[src/rtl/uart_frame_parser.sv]
// Byte-stream frame parser: SYNC, CMD, LEN, payload, additive checksum.
// A checked frame is held in a payload buffer until the consumer acknowledges it.
module uart_frame_parser #(
   parameter logic [7:0] SYNC_BYTE = 8'hAA,
   parameter int         MAX_LEN   = 16,
   parameter int         TIMEOUT   = 2000,
   localparam int        AW        = (MAX_LEN > 1) ? $clog2(MAX_LEN) : 1
) (
   input  logic          CLK,
   input  logic          RESET,
   input  logic [7:0]    RX_DATA,
   input  logic          RX_EN,
   output logic          FRAME_VALID,
   input  logic          FRAME_ACK,
   output logic [7:0]    FRAME_CMD,
   output logic [7:0]    FRAME_LEN,
   input  logic [AW-1:0] RD_ADDR,
   output logic [7:0]    RD_DATA,
   output logic          ERROR,
   output logic [1:0]    ERR_CODE
);

   localparam int TW = (TIMEOUT > 1) ? $clog2(TIMEOUT + 1) : 1;

   typedef enum logic [2:0] {
      ST_HUNT    = 3'd0,
      ST_CMD     = 3'd1,
      ST_LEN     = 3'd2,
      ST_PAYLOAD = 3'd3,
      ST_CHECK   = 3'd4,
      ST_HOLD    = 3'd5
   } state_t;

   state_t        r_state;
   logic [7:0]    r_cmd;
   logic [7:0]    r_len;
   logic [7:0]    r_sum;
   logic [7:0]    r_idx;
   logic [TW-1:0] r_tmo;
   logic [7:0]    r_frame_cmd;
   logic [7:0]    r_frame_len;
   logic [7:0]    r_rd_data;
   logic          r_valid;
   logic          r_error;
   logic [1:0]    r_err_code;
   logic [7:0]    r_buf [2**AW];

   logic          w_buf_we;
   logic [AW-1:0] w_wr_addr;
   logic          w_tmo_hit;
   logic [7:0]    w_sum_next;

   assign w_buf_we   = (r_state == ST_PAYLOAD) && RX_EN;
   assign w_wr_addr  = r_idx[AW-1:0];
   assign w_tmo_hit  = (r_tmo == TW'(TIMEOUT - 1));
   assign w_sum_next = r_sum + RX_DATA;

   // Payload storage has no reset; only written while collecting payload bytes.
   always_ff @(posedge CLK) begin
      if (w_buf_we) begin
         r_buf[w_wr_addr] <= RX_DATA;
      end
   end

   always_ff @(posedge CLK or posedge RESET) begin
      if (RESET) begin
         r_state     <= ST_HUNT;
         r_cmd       <= 8'h00;
         r_len       <= 8'h00;
         r_sum       <= 8'h00;
         r_idx       <= 8'h00;
         r_tmo       <= {TW{1'b0}};
         r_frame_cmd <= 8'h00;
         r_frame_len <= 8'h00;
         r_rd_data   <= 8'h00;
         r_valid     <= 1'b0;
         r_error     <= 1'b0;
         r_err_code  <= 2'd0;
      end else begin
         r_error   <= 1'b0;
         r_rd_data <= r_buf[RD_ADDR];
         case (r_state)
            ST_HUNT: begin
               r_valid <= 1'b0;
               r_tmo   <= {TW{1'b0}};
               if (RX_EN && (RX_DATA == SYNC_BYTE)) begin
                  r_state <= ST_CMD;
               end
            end
            ST_CMD, ST_LEN, ST_PAYLOAD, ST_CHECK: begin
               if (RX_EN) begin
                  r_tmo <= {TW{1'b0}};
                  case (r_state)
                     ST_CMD: begin
                        r_cmd   <= RX_DATA;
                        r_sum   <= RX_DATA;
                        r_state <= ST_LEN;
                     end
                     ST_LEN: begin
                        r_len <= RX_DATA;
                        r_sum <= w_sum_next;
                        r_idx <= 8'h00;
                        if (RX_DATA > 8'(MAX_LEN)) begin
                           r_error    <= 1'b1;
                           r_err_code <= 2'd1;
                           r_state    <= ST_HUNT;
                        end else if (RX_DATA == 8'h00) begin
                           r_state <= ST_CHECK;
                        end else begin
                           r_state <= ST_PAYLOAD;
                        end
                     end
                     ST_PAYLOAD: begin
                        r_sum <= w_sum_next;
                        // Index stops at the last byte so it never passes MAX_LEN-1.
                        if (r_idx == (r_len - 8'd1)) begin
                           r_state <= ST_CHECK;
                        end else begin
                           r_idx <= r_idx + 8'd1;
                        end
                     end
                     ST_CHECK: begin
                        if (RX_DATA == r_sum) begin
                           r_frame_cmd <= r_cmd;
                           r_frame_len <= r_len;
                           r_valid     <= 1'b1;
                           r_state     <= ST_HOLD;
                        end else begin
                           r_error    <= 1'b1;
                           r_err_code <= 2'd2;
                           r_state    <= ST_HUNT;
                        end
                     end
                     default: r_state <= ST_HUNT;
                  endcase
               end else if (w_tmo_hit) begin
                  r_tmo      <= {TW{1'b0}};
                  r_error    <= 1'b1;
                  r_err_code <= 2'd3;
                  r_state    <= ST_HUNT;
               end else begin
                  r_tmo <= r_tmo + TW'(1);
               end
            end
            ST_HOLD: begin
               // A byte arriving while a frame is held is an overrun, even on the ack cycle.
               if (RX_EN) begin
                  r_error    <= 1'b1;
                  r_err_code <= 2'd0;
               end
               if (FRAME_ACK) begin
                  r_valid <= 1'b0;
                  r_state <= ST_HUNT;
               end
            end
            default: begin
               r_valid <= 1'b0;
               r_state <= ST_HUNT;
            end
         endcase
      end
   end

   assign FRAME_VALID = r_valid;
   assign FRAME_CMD   = r_frame_cmd;
   assign FRAME_LEN   = r_frame_len;
   assign RD_DATA     = r_rd_data;
   assign ERROR       = r_error;
   assign ERR_CODE    = r_err_code;

endmodule

[config.mk]
export PLATFORM = sky130hd
export DESIGN_NAME = uart_frame_parser
export DESIGN_NICKNAME = d
export VERILOG_FILES = /design/src/rtl/uart_frame_parser.sv
export SDC_FILE = /design/constraint.sdc
export NUM_CORES = 1
export LEC_CHECK = 0
export BUFFER_PORTS_ARGS = -buffer_cell sky130_fd_sc_hd__buf_2
export CAP_MARGIN = 20
export CORE_ASPECT_RATIO = 0.8
export CORE_MARGIN = 4
export CORE_UTILIZATION = 55
export DETAILED_ROUTE_END_ITERATION = 7
export GPL_TIMING_DRIVEN = 1
export PLACE_DENSITY_LB_ADDON = 0.2
export RECOVER_POWER = 25
export SETUP_SLACK_MARGIN = 0.5
export SLEW_MARGIN = 25
export SYNTH_ARGS = -nofsm -noshare
export SYNTH_HDL_FRONTEND = slang
export SYNTH_SLANG_ARGS = --single-unit
export TNS_END_PERCENT = 1
[constraint.sdc]
create_clock -name CLK -period 2.6 [get_ports CLK]
set_input_delay 0.13 -clock CLK [delete_from_list [all_inputs] [get_ports CLK]]
set_output_delay 0.13 -clock CLK [all_outputs]
set_load 0.1 [all_outputs]
Word level (Yosys, flattened, before mapping):

Memories as Yosys holds them, arrays and structs flattened. A register that Yosys moved wholly into a read port is not among the register bits.
Cells that the tools add are included.
W data, S select, Z words.

* register bits after elaboration: 66
* RAM bits: 128
* input port bits: 16
* output and inout bits: 28
* memories: 1

Memories
* r_buf: words 16, width 8, rd ports 1, clocked after Yosys merged registers in 1, wr ports 1, RTL line 46 `logic [7:0] r_buf [2**AW];`

* add/subtract/negate cells: 4
* $lt $le $gt $ge: 1
* equality and inequality tests: 21
* multiplexer cells: 37
* reductions and logical operators: 18

Operators by type and width (count)
* $pmux W8 S2: 2
* $mux W3: 8
* $mux W11: 2
* $pmux W11 S2: 1
* $eq A8 B8 Y1: 2
* $ne A4 B4 Y1 const B: 4
* $reduce_and A4 Y1: 4
* $ne A2 B2 Y1 const B: 7
* $pmux W3 S4: 1
* $add A11 B1 Y11 const B: 1
* $eq A11 B11 Y1 const B: 1
* $mux W1: 11
* $mux W2: 5
* $pmux W3 S3: 1
* $reduce_and A3 Y1: 3
* $add A8 B1 Y8 const B: 1
* $add A8 B8 Y8: 1
* $eq A8 B8 Y1 const B: 1
* $gt A8 B5 Y1 const B: 1
* $logic_not A8 Y1: 1
* $mux W8: 1
* $pmux W2 S2: 2
* $reduce_bool A2 Y1: 4
* $sub A8 B1 Y8 const B: 1
* 10 further kinds: 15

Depth between registers and ports, before layout:

Gate-level depths: netlist (run 1).

* depth in word-level cells: 6
* mapped depth: 10

Worst setup path after synthesis (run 1):

OpenSTA, ideal clock, no wires.

* path kind: flip-flop to flip-flop
* start: register r_len[0]
* end: register r_state[0]
* setup time: 0.125 ns
* data arrival time: 2.236 ns
* required time: 2.475 ns
* slack: 0.239 ns
* cell stages (with the launch flop): 9
* path through: dfrtp_1 -> inv_1 -> ha_1 -> or3b_1 -> nor3_1 -> xnor2_1 -> a2111oi_4 -> o21ai_2 -> mux2_4

* longest elaborated chain between the ends: 4

RTL lines
* from (decl): RTL line 36 `logic [7:0] r_len;`
* from (signal assigned): RTL line 69 `r_len <= 8'h00;`
* from (signal assigned): RTL line 100 `r_len <= RX_DATA;`
* $sub A8 B1 Y8: RTL line 116 `if (r_idx == (r_len - 8'd1)) begin`
* $eq A8 B8 Y1: RTL line 116
* $ne A4 B4 Y1 (no source line)
* $reduce_and A4 Y1 (no source line)
* to (signal assigned): RTL line 117 `r_state <= ST_CHECK;`
* to (signal assigned): RTL line 127 `r_state <= ST_HOLD;`
* to (signal assigned): RTL line 131 `r_state <= ST_HUNT;`
* to (decl): RTL line 34 `state_t r_state;`

Every way passes these cells.
A chain may end at the register's enable or synchronous reset.

Final worst setup path (run 1):

* start: register r_len[1]
* end: register r_state[0]

Same word-level chain as after synthesis.

==> metrics.txt, run 1 <==
maximum fanout along the worst path=8; largest clock skew in the final design=10.4 ps; number of cells on the worst reg-to-reg path=9; combinational family with the most area after synthesis=multiplexers; detail-routed via count per cell=5.88; gate family responsible for the most delay along the worst path=simple AND/OR/NAND/NOR gates; root buffer selected by CTS=clkbuf_16; synthesized netlist cell count=582; Post-Synth Simple-Gate Area=0.0905; standby leakage power=0.00386 uW; clock sink count=202; Worst path slowest cell=dfrtp_1; Req. time, crit path=2970 ps; global-route wire length before repair=30300 um; Peak supply drop=0.516 mV; unrepaired setup endpoints after global routing=yes; Max Fclk=422 MHz; warnings from Yosys=0; Overflow after GRT=0; Final Critical Period=2370 ps; final cycle utilization of the critical path=0.912; proportion of synthesized area in mux cells=0.142; TritonCTS clock tree=built; synthesis-to-finish area growth=16.5%; post-synthesis cell type count=54; drt first-iter violations=565; XOR/XNOR share of the synthesized area=0.0273; worst-margin pin slew=1280 ps; vias in the first global route=5302; endpoint of the worst register-to-register path=r_state[0]; logic gate share of total power=0.240; worst hold path class=in2reg; final max-slew violation count=0; Inserted Clock Buffers=21; RePlAce Congestion=0.855; Longest Clk Path Bufs=3; number of nets in the final layout=699; register bit count reported by yosys=202; register share of total power=0.444; critical path type=reg2reg; Max-Cap Viols=0; die outline area=0.0179 mm2; Hold Vio Cnt, Final=0; flop2flop setup slack=230 ps; largest net degree at the start of global routing=43; asr flop ratio synth=0.366; portion of the post-synthesis area used by sequential elements=0.657; count of buffers from port buffering=43; vertical extent of the die=120 um; initial antenna violation count=0; aggregate negative setup slack=0 ps; Synth Net Count=612; final routed wire length divided by cell count=21.2 um; H-tree level count=1; Placed Cells incl. Taps=848; Relative slew margins=0.149; DRC viols=0; share of final-layout standard cells stronger than drive strength 1=0.269; number of non-filler instances in the completed layout=894; number of endpoints failing setup at the final stage=0; placeable core area=0.0152 mm2; overall die width=148 um; number of buffers and inverters on the critical path=2; fraction of the mapped netlist area in adder cells=0.0211; remaining antenna violation count=0; dpl hpwl=12500 um; Power Density=895 mW/mm2; syn avg cell area=14.9 um2; clock insertion delay at the later pin of the skew report=490 ps; Max stage delay on crit path=410 ps; cell internal power dissipation=6270 uW; number of primary I/O pins=44; Arr. time, crit path=2740 ps; count of flip-flops with a built-in enable after synthesis=128; Switching Share=0.307; net switching power of the design=2770 uW; run status=finished clean; DRT Wirelength=19000 um; hold depth=3; Final Hold Slack=49.6 ps; CP startpoint kind=flop; total iterations of the first detailed-routing run=5; launch instance of the worst min-delay path=RX_EN; endpoint of the worst hold path=r_state[2]; Tot GR Track Use=0.220; start of the worst register-to-register path=r_len[1]; clock-pin slew on the worst setup and hold paths=60 ps; row count=40; prevailing post-synth register cell=edfxtp_1; sequence of cells on the critical path=inv_2 > ha_4 > or3b_4 > nor3_4 > xnor2_2 > a2111oi_4 > buf_6 > o21ai_4 > mux2_4; share of the synthesized area in compound gates (AO/OA/AOI/OAI)=0.0446; Inserted Diodes=0; post-synthesis cell area=0.00867 mm2; crit end category=flop; starting density of the core=0.570; count of vias placed by the detailed router=5259; clock group share of total power=0.316
-- Yosys cell counts, types with 2 or more instances --
cell type    n  area share
xor2_1       8      0.0081
nor2_1      53       0.023
nand3_1      7      0.0040
buf_1        2     0.00087
nor4_1       5      0.0036
buf_2        5      0.0029
and2_1       2      0.0014
mux4_2      40        0.10
nor3_1      16      0.0092
dfrtp_1     74        0.21
nand2_1     57       0.025
or3_1        2      0.0014
nand4_1      8      0.0058
o21bai_1     2      0.0017
clkbuf_1    17      0.0074
ha_1        13       0.019
edfxtp_1   128        0.44
o211ai_1     2      0.0017
inv_1       15      0.0065
mux2i_1      6      0.0069
xnor2_1     19       0.019
and3_1       4      0.0029
or4_1        2      0.0017
a21oi_1     13      0.0075
o21ai_0     23       0.013
a21o_1       2      0.0017
mux2_2      23       0.030
nand2b_1     3      0.0022
nor2b_1      5      0.0036
a31oi_1      2      0.0014
-- per-stage QoR --
stage	utilization	cell area (um2)	total power, uW	setup WS, ps
detailed placement	0.614	9350	6080	174
global placement	0.614	9350	5990	296
floorplan	-	8670	5560	344
global route	0.664	10100	9490	144
finish	0.664	10100	9040	230
CTS	0.661	10100	8970	279
-- registers in the layout (all words and copies together), names as in the netlist --
name	flops
ERROR	1
ERR_CODE	2
FRAME_CMD	8
FRAME_LEN	8
FRAME_VALID	1
RD_DATA	8
r_buf	128
r_cmd	8
r_idx	8
r_len	8
r_state	3
r_sum	8
r_tmo	11
-- per-layer routing --
metal  track usage  vias to the layer above  share of wire
met3        0.0491                       26          0.076
met5             0                        -              0
met2         0.340                      197           0.47
met4        0.0450                        0          0.017
li1              -                     2355              -
met1         0.328                     2681           0.44
-- worst max-delay path by stage --
stage                        start          to  slack (ps)  cells after the start
final                     r_len[1]  r_state[0]         230                      9
after global routing      r_len[1]  r_state[0]         140                      9
after CTS                 r_len[0]  r_state[0]         280                      9
after detailed placement  r_len[0]    r_idx[7]         170                     10
after global placement    r_len[0]    r_idx[7]         300                     10
after floorplan           r_len[0]  r_state[0]         340                      6
-- layout make-up --
type                    instances  area [um2]
flip-flops and latches        202        5700
fillers                      1087        5110
multi-input cells             341        2890
repair buffers                 88         546
clock buffers                  25         541
well taps                     210         263
clock inverters                13         120
inverters                      15        57.6
-- cells in the final DEF, fill, tap and decap left out, types with 4 or more instances in the layout --
master	n
a21oi_1	13
dfrtp_1	74
buf_2	35
nor3_1	15
nand4_1	8
mux4_2	40
nand3_1	7
ha_1	12
and3_1	4
xnor2_1	18
nor2_1	53
nor2b_1	4
o21ai_0	23
edfxtp_1	128
mux2_2	23
buf_4	36
nand2_1	57
clkinv_2	5
inv_1	12
clkbuf_16	21
xor2_1	8
mux2i_1	6
clkbuf_1	17
-- worst reg2reg max path: stages, from the launching register on --
cell,delay (ps)
dfrtp_1,410
inv_2,110
ha_4,140
or3b_4,400
nor3_4,210
xnor2_2,120
a2111oi_4,310
buf_6,200
o21ai_4,70
mux2_4,310
-- power by group through the flow --
stage	Clock (uW)	Combinational, uW	Sequential (uW)
2_1_floorplan	0	1370	4190
3_3_place_gp	0	1950	4040
3_5_place_dp	0	2020	4060
4_1_cts	2910	2070	3990
5_1_grt	3060	2370	4060
6_report	2860	2170	4010
-- timing repair --
action,CTS,global route
setup endpoints to repair,47,174
gates resized for setup,4,9
pin swaps,0,4
setup buffers,2,4
endpoints found under the hold margin,41,0
hold buffers,2,0
-- logic make-up after synthesis --
logic type                 Yosys count
buffers and inverters               39
and+or+nand+nor                    171
DFF                                202
AOI/OAI and AO/OA                   59
muxes                               70
adders and majority gates           14
xor gates and xnor gates            27
Power figures use the tool's default switching activity.
==> run 2: changes to the inputs <==
BUFFER_PORTS_ARGS = not set   (was -buffer_cell sky130_fd_sc_hd__buf_2)
DONT_BUFFER_PORTS = 1   (was not set)
==> metrics.txt, run 2 (same netlist as run 1, synthesis figures left out) <==
run status=finished with violations; failing checks=max-capacitance violations, max-slew violations; biggest registers after layout=r_buf: 128 flops, r_tmo: 11 flops; aggregate negative setup slack=0 ps; clock sink count=202; cell area reported after detailed placement=0.00907 mm2; Tot GR Track Use=0.220; number of cells on the worst reg-to-reg path=7; leading cell types in the layout, fill and taps excluded=edfxtp_1 (128), dfrtp_1 (73), nand2_1 (57); core occupancy in the finished layout=0.655; final routed wire length divided by cell count=22.3 um; crit end category=flop; Req. time, crit path=2980 ps; max reg flops=128; unrepaired setup endpoints after global routing=yes; number of nets in the final layout=659; largest register by flop count=r_buf; placeable core area=0.0152 mm2; root buffer selected by CTS=clkbuf_16; drt first-iter violations=431; Peak supply drop=0.493 mV; Overflow after GRT=0; share of final-layout standard cells stronger than drive strength 1=0.224; final max-slew violation count=55; cell internal power dissipation=6270 uW; global-route wire length before repair=30000 um; CP startpoint kind=flop; die outline area=0.0179 mm2; maximum fanout along the worst path=8; final critical-path setup slack=242 ps; RePlAce Congestion=0.834; standby leakage power=0.00372 uW; Hold Vio Cnt, Final=0; total power consumption of the routed design=8970 uW; largest clock skew in the final design=9.28 ps; detail-routed via count per cell=5.95; register share of total power=0.469; TritonCTS clock tree=built; vias in the first global route=5160; Relative slew margins=-0.379; remaining antenna violation count=0; worst-margin pin slew=2070 ps; logic gate share of total power=0.211; vertical extent of the die=120 um; overall die width=148 um; largest net degree at the start of global routing=55; hold depth=3; H-tree level count=1; critical path type=reg2reg; Inserted Diodes=0; total iterations of the first detailed-routing run=4; Power Density=901 mW/mm2; count of vias placed by the detailed router=5069; clock-pin slew on the worst setup and hold paths=60 ps; synthesis-to-finish area growth=14.9%; fin area=0.00996 mm2; most common cell after layout, fill and taps aside=edfxtp_1; final cycle utilization of the critical path=0.907; Longest Clk Path Bufs=3; DRC viols=0; clock group share of total power=0.320; number of endpoints failing setup at the final stage=0; Max-Cap Viols=1; DRT Wirelength=19000 um; Arr. time, crit path=2730 ps; count of buffers from port buffering=0; net switching power of the design=2700 uW; dpl hpwl=11300 um; row count=40; initial antenna violation count=0; clock insertion delay at the later pin of the skew report=490 ps; Inserted Clock Buffers=20; starting density of the core=0.570; worst hold path class=in2reg; number of primary I/O pins=44; Switching Share=0.301; Max Fclk=424 MHz; post-placement worst setup slack=174 ps; Final Critical Period=2360 ps
-- run 2: cell count changes in the layout (fill, tap and decap cells not counted), sizes merged --
| cell | before | now |
|---|---|---|
| clkinv | 8 | 3 |
| dlygate4sd3 | 2 | 15 |
| bufinv | 2 | 1 |
| clkbuf | 38 | 33 |
| clkinvlp | 3 | 0 |
| buf | 73 | 32 |
-- run 2: path summary, 6_finish.rpt --
path / start / to / slack [ps]
setup / recovery: r_len[0] / r_state[0] / 240
hold / removal: RX_EN / r_state[0] / 30
setup reg to reg: r_len[0] / r_state[0] / 240
hold reg to reg: r_sum[2] / r_sum[2] / 490
max in group asynchronous: RESET / r_len[2] / 590
min in group asynchronous: RESET / FRAME_CMD[7] / 770
-- run 2: final cells by class --
cell class	instances	area [um2]
multi-input cells	341	2880
clock inverters	4	43.8
flip-flops and latches	202	5700
inverters	15	56.3
clock buffers	31	618
fillers	1094	5250
well taps	210	263
repair buffers	49	404
-- run 2: power by group through the flow --
stage / combinational [uW] / clock, uW / sequential [uW]
after floorplan: 1370 / 0 / 4190
after global placement: 1630 / 0 / 4250
after detailed placement: 1690 / 0 / 4270
after CTS: 1860 / 2930 / 4200
after global routing: 2090 / 3090 / 4240
final: 1890 / 2870 / 4210
-- run 2: worst max-delay path, stage by stage, from the launching register on --
cell and delay, ps:
dfrtp_1 400, or4_4 570, a2111oi_4 230, nor2_2 100, a2111oi_4 360, buf_6 190, o21ai_2 80, mux2_4 310
-- run 2: metal layers --
metal,vias to the layer above,part of all wire,track usage
li1,2273,-,-
met1,2599,0.44,0.330
met2,176,0.46,0.338
met3,21,0.085,0.0577
met4,0,0.011,0.0340
met5,-,0,0
-- run 2: repair_timing --
item | 4_1_cts | 5_1_grt
pin swaps | 5 | 0
hold buffers | 15 | 0
endpoints found under the setup margin | 27 | 61
resized for setup | 12 | 1
cloned | 0 | 0
hold endpoints to repair | 220 | 0
buffers inserted | 3 | 0
-- run 2: metrics by stage --
step,cells,hold slack [ps]
global route,852,57.5
floorplan,582,229
global placement,799,230
detailed placement,799,230
finish,852,25.2
CTS,852,4.89
==> run 3: changes to the inputs <==
CTS_BUF_LIST = sky130_fd_sc_hd__clkbuf_16   (was not set)
clock period = 2.8 ns   (was 2.6 ns; I/O delays follow)
==> metrics.txt, run 3 (same netlist as run 1, synthesis figures left out) <==
run status=finished with violations; failing checks=max-capacitance violations, max-slew violations; sequence of cells on the critical path=inv_2 > ha_4 > or3b_4 > xnor2_2 > nand2_1 > a2111oi_4 > buf_6 > o21ai_4 > mux2_4; flop2flop setup slack=470 ps; Worst path slowest cell=dfrtp_1; final critical-path setup slack=472 ps; drt first-iter violations=475; number of primary I/O pins=44; number of endpoints failing setup at the final stage=0; cell internal power dissipation=5750 uW; unrepaired setup endpoints after global routing=yes; critical path type=reg2reg; gate family responsible for the most delay along the worst path=simple AND/OR/NAND/NOR gates; H-tree level count=1; Max Fclk=429 MHz; DRT Wirelength=19300 um; logic gate share of total power=0.204; Peak supply drop=0.450 mV; final max-slew violation count=45; Max-Cap Viols=1; crit end category=flop; Hold Vio Cnt, Final=0; number of cells on the worst reg-to-reg path=9; overall die width=148 um; Tot GR Track Use=0.220; worst-margin pin slew=1940 ps; Arr. time, crit path=2700 ps; clock group share of total power=0.314; hold depth=3; Req. time, crit path=3170 ps; clock insertion delay at the later pin of the skew report=490 ps; number of nets in the final layout=657; total power consumption of the routed design=8250 uW; logic depth of the worst path, buffers included=9; most common cell after layout, fill and taps aside=edfxtp_1; vias in the first global route=5164; Relative slew margins=-0.300; synthesis-to-finish area growth=14.4%; standby leakage power=0.00370 uW; largest clock skew in the final design=11.2 ps; CP startpoint kind=flop; RePlAce Congestion=0.824; Inserted Clock Buffers=20; endpoint of the worst register-to-register path=r_state[0]; global-route wire length before repair=29900 um; starting density of the core=0.570; cell area reported after detailed placement=0.00904 mm2; clock-pin slew on the worst setup and hold paths=60 ps; crit path from=r_len[0]; row count=40; Power Density=831 mW/mm2; remaining antenna violation count=0; Placed Cells incl. Taps=795; maximum fanout along the worst path=8; largest net degree at the start of global routing=45; max reg flops=128; initial antenna violation count=1; endpoint of the worst hold path=r_state[0]; vertical extent of the die=120 um; start of the worst register-to-register path=r_len[0]; Max stage delay on crit path=440 ps; aggregate negative setup slack=0 ps; die outline area=0.0179 mm2; final cycle utilization of the critical path=0.832; Longest Clk Path Bufs=3; worst hold path class=in2reg; count of buffers from port buffering=0; share of final-layout standard cells stronger than drive strength 1=0.215; post-placement worst setup slack=279 ps; placeable core area=0.0152 mm2; launch instance of the worst min-delay path=RX_EN; leading cell types in the layout, fill and taps excluded=edfxtp_1 (128), dfrtp_1 (73), nand2_1 (57); total iterations of the first detailed-routing run=5; net switching power of the design=2500 uW; number of non-filler instances in the completed layout=852; number of buffers and inverters on the critical path=2; Switching Share=0.303; clock sink count=202; detail-routed via count per cell=6.06; dpl hpwl=11500 um; biggest registers after layout=r_buf: 128 flops, r_tmo: 11 flops; DRC viols=0; Overflow after GRT=0; final routed wire length divided by cell count=22.6 um; TritonCTS clock tree=built; fin area=0.00992 mm2; largest register by flop count=r_buf; count of vias placed by the detailed router=5160; Final Critical Period=2330 ps; register share of total power=0.482; root buffer selected by CTS=clkbuf_16
[run 3: cell types whose count changed in the layout (fill, tap and decap cells not counted), sizes merged]
cell,before,now
dlygate4sd3,15,14
clkinvlp,0,2
inv,15,21
clkinv,3,5
clkbuf,33,22
bufinv,1,2
diode,0,1
[run 3: power by group through the flow]
stage | clock network, uW | logic [uW] | registers [uW]
6_report | 2590 | 1680 | 3970
5_1_grt | 2770 | 1850 | 4010
4_1_cts | 2630 | 1670 | 3960
3_5_place_dp | 0 | 1480 | 4020
3_3_place_gp | 0 | 1420 | 4000
2_1_floorplan | 0 | 1270 | 3890
[run 3: layout make-up]
| type | instances | area (um2) |
|---|---|---|
| antenna | 1 | 2.50 |
| clock buffer | 21 | 526 |
| clock inverter | 15 | 111 |
| fill | 1124 | 5290 |
| inverter | 15 | 57.6 |
| multi-input combinational | 341 | 2880 |
| sequential | 202 | 5700 |
| tap | 210 | 263 |
| timing repair buffer | 47 | 388 |
[run 3: worst register-to-register path, stage by stage, from the launching register on]
cell	delay, ps
dfrtp_1	440
inv_2	100
ha_4	130
or3b_4	390
xnor2_2	140
nand2_1	110
a2111oi_4	330
buf_6	190
o21ai_4	70
mux2_4	310
[run 3: worst max path at each step]
stage	to	slack, ps
final	r_state[0]	470
after global routing	RD_DATA[5]	310
after CTS	r_state[0]	500
after detailed placement	r_state[0]	280
after global placement	r_state[0]	380
after floorplan	FRAME_CMD[7]	540
[run 3: layer usage]
| metal | global-route usage | vias up | wire (um) |
|---|---|---|---|
| met5 | 0 | - | 0 |
| met4 | 0.0392 | 0 | 229 |
| met3 | 0.0416 | 21 | 1490 |
| met2 | 0.348 | 213 | 9080 |
| met1 | 0.329 | 2647 | 8450 |
| li1 | - | 2279 | - |
[run 3: what timing repair did]
action                                  CTS  global route
hold endpoints to repair                209             0
endpoints found under the setup margin   11            35
setup buffers                             6             0
resized for setup                        12             1
hold buffers                             14             0
cloned                                    0             0
pin swaps                                 7             0
[run 3: metrics by stage]
stage               hold slack (ps)  utilization
floorplan                       239            -
global route                   33.6        0.652
finish                         25.1        0.652
detailed placement              174        0.594
CTS                            16.4        0.652
global placement                161        0.594
